File: config.mk
export PLATFORM = sky130hd
export DESIGN_NAME = sync_payload_framer
export DESIGN_NICKNAME = d
export VERILOG_FILES = /design/src/rtl/framer_pkg.sv /design/src/rtl/sipo_shift.sv /design/src/rtl/sync_payload_framer.sv
export SDC_FILE = /design/constraint.sdc
export NUM_CORES = 1
export LEC_CHECK = 0
export BUFFER_PORTS_ARGS = -buffer_cell sky130_fd_sc_hd__buf_2
export CORE_MARGIN = 4
export CORE_UTILIZATION = 38
export DETAILED_ROUTE_END_ITERATION = 16
export GPL_TIMING_DRIVEN = 1
export HOLD_SLACK_MARGIN = 0.12
export SLEW_MARGIN = 10
export SYNTH_ARGS = -nofsm -noshare
export SYNTH_HDL_FRONTEND = slang
export SYNTH_SLANG_ARGS = --single-unit
File: constraint.sdc
create_clock -name clk -period 5.2 [get_ports clk]
set_input_delay 1.04 -clock clk [delete_from_list [all_inputs] [get_ports clk]]
set_output_delay 1.04 -clock clk [all_outputs]
set_load 0.005 [all_outputs]
File: src/rtl/framer_pkg.sv
// Shared types and defaults for the sync-word payload framer.
package framer_pkg;

    typedef enum logic {
        IDLE,
        CAPTURE
    } state_e;

    localparam int unsigned PAYLOAD_W_DEF = 8;
    localparam int unsigned CNT_W_DEF     = 8;
    localparam int unsigned SYNC_LEN      = 5;

endpackage

File: src/rtl/sipo_shift.sv
// Serial-in/parallel-out shift register, MSB-first, with synchronous clear and shift enable.
module sipo_shift #(
    parameter int unsigned Width = 8
) (
    input  logic             clk,
    input  logic             rst,
    input  logic             clr_i,
    input  logic             en_i,
    input  logic             din_i,
    output logic [Width-1:0] q_o
);

    logic [Width-1:0] data_q, data_d;

    always_comb begin
        data_d = data_q;
        if (clr_i) begin
            data_d = '0;
        end else if (en_i) begin
            data_d = {data_q[Width-2:0], din_i};
        end
    end

    always_ff @(posedge clk or negedge rst) begin
        if (!rst) begin
            data_q <= '0;
        end else begin
            data_q <= data_d;
        end
    end

    assign q_o = data_q;

endmodule

File: src/rtl/sync_payload_framer.sv
// Captures PAYLOAD_W bits after each sync detection into a one-word valid/ready slot.
// Optional frame counter enabled by defining FRAMER_CNT_EN.
module sync_payload_framer
    import framer_pkg::*;
#(
    parameter int unsigned PAYLOAD_W = PAYLOAD_W_DEF,
    parameter int unsigned CNT_W     = CNT_W_DEF
) (
    input  logic                 clk,
    input  logic                 rst,
    input  logic                 signal,
    input  logic                 det_in,
    output logic [PAYLOAD_W-1:0] out_data,
    output logic                 out_valid,
    input  logic                 out_ready,
    output logic                 busy,
    output logic                 drop
`ifdef FRAMER_CNT_EN
    ,
    output logic [CNT_W-1:0]     frame_cnt
`endif
);

    localparam int unsigned CntBits = $clog2(PAYLOAD_W + 1);
    localparam logic [CntBits-1:0] LastCnt = CntBits'(PAYLOAD_W);

    state_e               state_q, state_d;
    logic [CntBits-1:0]   bit_cnt_q, bit_cnt_d;
    logic [CntBits-1:0]   bit_cnt_inc;
    logic [PAYLOAD_W-1:0] shift_q;
    logic [PAYLOAD_W-1:0] word;
    logic                 shift_en;
    logic                 complete;
    logic                 accept;
    logic                 load;

    logic [PAYLOAD_W-1:0] out_data_q, out_data_d;
    logic                 out_valid_q, out_valid_d;
    logic                 drop_q, drop_d;

    assign bit_cnt_inc = bit_cnt_q + CntBits'(1);
    // The completing bit is still on the input, so the word is assembled combinationally.
    assign word = {shift_q[PAYLOAD_W-2:0], signal};

    always_comb begin
        state_d   = state_q;
        bit_cnt_d = bit_cnt_q;
        shift_en  = 1'b0;
        complete  = 1'b0;
        unique case (state_q)
            IDLE: begin
                if (det_in) begin
                    shift_en  = 1'b1;
                    bit_cnt_d = CntBits'(1);
                    state_d   = CAPTURE;
                end
            end
            CAPTURE: begin
                shift_en = 1'b1;
                if (bit_cnt_inc == LastCnt) begin
                    complete  = 1'b1;
                    bit_cnt_d = '0;
                    state_d   = IDLE;
                end else begin
                    bit_cnt_d = bit_cnt_inc;
                end
            end
            default: state_d = IDLE;
        endcase
    end

    always_ff @(posedge clk or negedge rst) begin
        if (!rst) begin
            state_q   <= IDLE;
            bit_cnt_q <= '0;
        end else begin
            state_q   <= state_d;
            bit_cnt_q <= bit_cnt_d;
        end
    end

    sipo_shift #(
        .Width(PAYLOAD_W)
    ) u_sipo (
        .clk  (clk),
        .rst  (rst),
        .clr_i(complete),
        .en_i (shift_en),
        .din_i(signal),
        .q_o  (shift_q)
    );

    // A slot being drained on this edge counts as free, so a reload wins over the accept.
    assign accept = out_valid_q && out_ready;
    assign load   = complete && (!out_valid_q || accept);

    always_comb begin
        out_data_d  = out_data_q;
        out_valid_d = out_valid_q;
        drop_d      = complete && !load;
        if (load) begin
            out_data_d  = word;
            out_valid_d = 1'b1;
        end else if (accept) begin
            out_valid_d = 1'b0;
        end
    end

    always_ff @(posedge clk or negedge rst) begin
        if (!rst) begin
            out_data_q  <= '0;
            out_valid_q <= 1'b0;
            drop_q      <= 1'b0;
        end else begin
            out_data_q  <= out_data_d;
            out_valid_q <= out_valid_d;
            drop_q      <= drop_d;
        end
    end

    assign out_data  = out_data_q;
    assign out_valid = out_valid_q;
    assign drop      = drop_q;
    assign busy      = (state_q == CAPTURE);

`ifdef FRAMER_CNT_EN
    logic [CNT_W-1:0] frame_cnt_q;

    always_ff @(posedge clk or negedge rst) begin
        if (!rst) begin
            frame_cnt_q <= '0;
        end else if (load) begin
            frame_cnt_q <= frame_cnt_q + CNT_W'(1);
        end
    end

    assign frame_cnt = frame_cnt_q;
`endif

endmodule

== Word level (Yosys, flattened, before mapping) ==
Index checks and enable logic that the tools add are counted.

* Memories kept: 0
* RAM bits: 0
* Logic and storage cells: 31
* Latch bits: 0
* Input port bits: 5
* Output and inout bits: 11
* Memory bits (read-only): 0
* Register bits after elaboration: 22

* Equal/unequal tests: 2
* Mux-type cells: 13
* Reductions and logical operators: 8
* Bitwise logic cells: 1
* Magnitude comparators: 0
* $add $sub $neg: 1
* Divide/modulo/power cells: 0
* $mul: 0
* Shifts and indexed selects: 0

{| class="wikitable"
|+ Operator list
! kind !! count
|-
| two-way mux 7 bit || 2
|-
| two-way mux 4 bit || 2
|-
| one-hot mux 4 bit (2 select lines) || 1
|-
| two-way mux 1 bit || 6
|-
| adder 4 x 1 -> 4 bit, second input constant || 1
|-
| equality test 4 bit, second input constant || 1
|-
| one-hot mux 1 bit (2 select lines) || 2
|-
| nonzero test 2 bit || 2
|-
| logical AND 1 bit || 3
|-
| zero test 1 bit || 2
|-
| != test 2 bit, second input constant || 1
|-
| logical OR 1 bit || 1
|-
| NOT 1 bit || 1
|}

== Depth between registers and ports, before layout ==
* Word-level depth: 7
* Mapped depth: 6
* Mapped depth without buffers: 5

== By module ==
From an unflattened synthesis, not the netlist that was laid out.

* Cells, all modules: 74
* Area total of the unflattened synthesis: 957.2 um^2

{| class="wikitable"
|+ By module, submodules not included
! module !! cells each !! instances !! area each (um^2) !! sequential area each (um^2)
|-
| sync_payload_framer || 48 || 1 || 631.9 || 375.4
|-
| sipo_shift || 26 || 1 || 325.3 || 200.2
|}

== Least setup slack after synthesis ==
Ideal clock, no wire load.

* Path kind: input port to flip-flop
* From: input port out_ready
* To: register out_data_q[0], in the netlist out_data[0]
* Setup slack: 3,275 ps
* Stages: 4
* Arrival time: 1,800 ps
* Library setup time: 125 ps
* Path buffers: 1
* Required time: 5,075 ps
* Path through: nand2b_1 -> and4_4 -> buf_6 -> mux2_4

* Longest elaborated chain between the ends: 3

{| class="wikitable"
|+ RTL lines
! item !! RTL line !! text
|-
| start, declared || sync_payload_framer.sv:15 || <nowiki>input logic out_ready,</nowiki>
|-
| logical AND 1 bit || sync_payload_framer.sv:94 || <nowiki>assign accept = out_valid_q && out_ready;</nowiki>
|-
| logical OR 1 bit || sync_payload_framer.sv:95 || <nowiki>assign load = complete && (!out_valid_q || accept);</nowiki>
|-
| logical AND 1 bit || sync_payload_framer.sv:95 ||
|-
| end signal, assigned || sync_payload_framer.sv:115 || <nowiki>out_data_q <= out_data_d;</nowiki>
|-
| end, declared || sync_payload_framer.sv:37 || <nowiki>logic [PAYLOAD_W-1:0] out_data_q, out_data_d;</nowiki>
|}

No other way between the ends.
A chain may end at the register's enable or synchronous reset.

== Final worst setup path ==
* From: register state_q, in the netlist busy
* To: output port busy

{| class="wikitable"
|+ RTL lines
! item !! RTL line !! text
|-
| start, declared || sync_payload_framer.sv:27 || <nowiki>state_e state_q, state_d;</nowiki>
|-
| start signal, assigned || sync_payload_framer.sv:77 || <nowiki>state_q <= state_d;</nowiki>
|-
| end, declared || sync_payload_framer.sv:16 || <nowiki>output logic busy,</nowiki>
|}

No word-level cell between the ends.

==> reports/qor.csv <==
stage,metric,value,unit
worst_setup_path,"Worst Path Class, Setup",reg2out,
floorplan,Die Height,58.42,microns
worst_setup_path,WP buf/inv,1,
synth,Yosys reg bits,22,
worst_setup_path,crit-path cells,buf_2,
cts,TritonCTS clock tree,built,
worst_setup_path,Startpoint Class,flop,
placed_design,GPL Wtd Cong,0.7314,
synth,Post-Syn Instances,82,
sta,hold slack,508.7,ps
detailed_routing,Post-route DRC,0,
global_routing,total track usage,11.39,%
floorplan,Starting Density,39.35,%
sta,clk_skew,4.243,ps
detailed_routing,Iter 0 DRT Violations,16,
worst_setup_path,Worst Path Max Fanout,12,
run_status,outcome,completed,
sta,Final Critical Period,2071,ps
sta,# setup viols final,0,
cts,Root Buffer,clkbuf_4,
global_routing,first-pass GRT wire length,2.898,mm
sta,Slew HR,55.36,%
placed_design,I/O Buffers,15,
layout,Nets,105,
placed_design,Post-DP HPWL,1.205,mm
cts,cts repair resizes,0,
synth,library cells used by synthesis,20,
cts,Longest Clk Path Bufs,2,
floorplan,Die W,58.42,microns
cts,CTS Buf Count,3,
worst_setup_path,crit path from,busy,
placed_design,placed inst area,1045,sq um
sta,Fin Setup TNS,0,ps
worst_setup_path,R2R Path End,out_data[1],
detailed_routing,vias per cell,4.881,
layout,post-route cell area,1067,sq um
layout,layout cells sized above 1,32.29,%
layout,Antenna Cells,0,
sta,RSZ-0062 raised after global routing,false,
detailed_routing,final wirelength,1.681,mm
floorplan,Core Rows,18,
cts,post-CTS setup buffer count,0,
pwr,Comb pwr share,36.6,%
synth,register area share after synthesis,56.99,%
worst_setup_path,slowest library cell on the worst path,dfrtp_1,
run,max-cap viol count,0,
sta,Fmax,482.9,MHz
cts,CTS Sinks,22,
pwr,clock power share,12.4,%
worst_setup_path,critical path data arrival time,1030,ps
cts,later-pin clock latency in the skew report,300,ps
pwr,switching share of power,33.99,%
detailed_routing,via count,615,
sta,part of the cycle the worst path needs,39.82,%
pwr,cell internal pwr,0.4044,mW
pwr,Lkg Pwr,0.5164,nW
cts,"Hold-fix buffers, CTS",0,
worst_setup_path,worst path required time,4160,ps
worst_setup_path,"CP delay by family, top",flip-flops,
synth,Mean Syn Cell Area,11.78,sq um
floorplan,DIE AREA,3412,sq um
pwr,Psw,0.2083,mW
global_routing,number of global-route vias before repair,627,
cts,H-tree depth,1,
worst_setup_path,Slowest Stage Delay on Critical Path,550,ps
hold_path,Hold Startpoint,u_sipo.q_o[6],
sta,Worst Max-Slew Pin Slew,667.1,ps
sta,Final Hold Viols,0,
synth,net count after synthesis,89,
placed_design,DP Worst Slack,3148,ps
global_routing,largest net degree at the start of global routing,23,
worst_setup_path,Crit. End Element,primary output,
pwr,VDD IR-drop max,260.9,uV
pwr,Power Dens Cells,574.1,nW/um^2
pwr,sequential share of power,51.0,%
layout,synthesis-to-layout area growth,10.49,%
global_routing,initial antenna violation count,0,
hold_path,Hold Path Class,reg2reg,
detailed_routing,Avg WL per Cell,13.34,microns
sta,pins over their slew limit,0,
floorplan,I/O Pins,16,
detailed_routing,Post-DRT Antenna Nets,0,
cts,Worst-path clk slew,120,ps
worst_setup_path,worst r2r src,bit_cnt_q[0],
sta,fin worst setup slack,3129,ps
detailed_routing,1st-pass router iterations,4,
global_routing,GRT overflow,0,
worst_setup_path,Worst R2R Setup Slack,3400,ps
floorplan,Core ar.,2455,sq um
worst_setup_path,R2R depth,5,
synth,Synth Warn #,0,
layout,fin util,43.48,%
worst_setup_path,Critical Path Sink,busy,
worst_setup_path,Stages on worst setup path,1,
synth,Mapped Area,965.9,sq um
[Yosys cell counts]
cell type / instances / area share, %
nor2b_1: 1 / 0.65
o21ai_0: 11 / 5.7
nand3_1: 2 / 1.0
and3_2: 1 / 0.78
buf_6: 1 / 1.2
a211oi_1: 1 / 0.78
ha_1: 2 / 2.6
buf_1: 1 / 0.39
and4_4: 1 / 1.2
nand2b_1: 2 / 1.3
or2_2: 1 / 0.65
xnor2_1: 1 / 0.91
dfrtp_1: 22 / 57
nor2_1: 4 / 1.6
buf_2: 1 / 0.52
xnor2_2: 1 / 1.7
mux2_4: 8 / 12
and2_4: 1 / 0.91
nand2_1: 19 / 7.4
clkbuf_8: 1 / 1.4
[placed cells by master, fill, tap and decap left out]
cell type	n
and3_2	1
nor2b_1	1
or2_2	1
xnor2_2	1
a211oi_1	1
mux2_4	8
ha_1	2
clkbuf_4	3
dfrtp_1	22
nand2b_1	2
o21ai_0	11
xnor2_1	1
nor2_1	4
and4_4	1
nand3_1	2
and2_4	1
nand2_1	19
buf_2	15
[routing by layer]
layer / share of wire [%] / GRT usage (%) / vias to the layer above
met5: 0 / 0 / -
met4: 1.2 / 6.954 / 0
met3: 4.3 / 1.974 / 2
met2: 44 / 14.83 / 9
met1: 51 / 17.30 / 299
li1: - / - / 305
[registers in the layout, indices dropped and copies added (netlist names)]
signal and flops:
bit_cnt_q 4, busy 1, drop 1, out_data 8, out_valid 1, u_sipo.q_o 7
[cells by family (layout without fill, tap and decap cells)]
family	Yosys count	after routing	synth area share, %
and+or+nand+nor	32	32	15.42
DFF	22	22	57.00
AOI/OAI and AO/OA	12	12	6.477
muxes	8	8	12.44
buffers and inverters	4	18	3.496
adders and majority gates	2	2	2.590
xor gates and xnor gates	2	2	2.591
[final cells by class]
class	count	area, sq um
Clock buffer	3	22.52
Timing Repair Buffer	15	75.07
Tap cell	30	37.54
Fill cell	241	1388
Multi-Input combinational cell	56	381.6
Sequential cell	22	550.5
[worst min-delay path by stage]
stage	to	slack [ps]	cells past startpoint
finish	u_sipo.q_o[6]	510	2
global route	u_sipo.q_o[6]	540	2
CTS	u_sipo.q_o[6]	530	2
detailed placement	u_sipo.q_o[6]	500	2
global placement	u_sipo.q_o[6]	470	2
floorplan	u_sipo.q_o[6]	450	2
[power groups by stage]
stage               Combinational, mW  Clock, mW  Sequential (mW)
global placement                0.221          0            0.314
floorplan                       0.180          0            0.300
finish                          0.225     0.0759            0.312
CTS                             0.229     0.0800            0.313
detailed placement              0.230          0            0.316
global route                    0.256     0.0852            0.326
[worst register-to-register path: stages, from the launching register on]
cell     delay [ps]
dfrtp_1         450
ha_1            260
xnor2_1         170
and2_4          170
and4_4          330
mux2_4          320
[metrics by stage]
| stage | power [mW] | instances |
|---|---|---|
| after floorplan | 0.4802 | 82 |
| after global placement | 0.5350 | 123 |
| after detailed placement | 0.5460 | 123 |
| after CTS | 0.6229 | 126 |
| after global routing | 0.6676 | 126 |
| final | 0.6127 | 126 |
No activity file was read; power rests on OpenSTA's default activity.
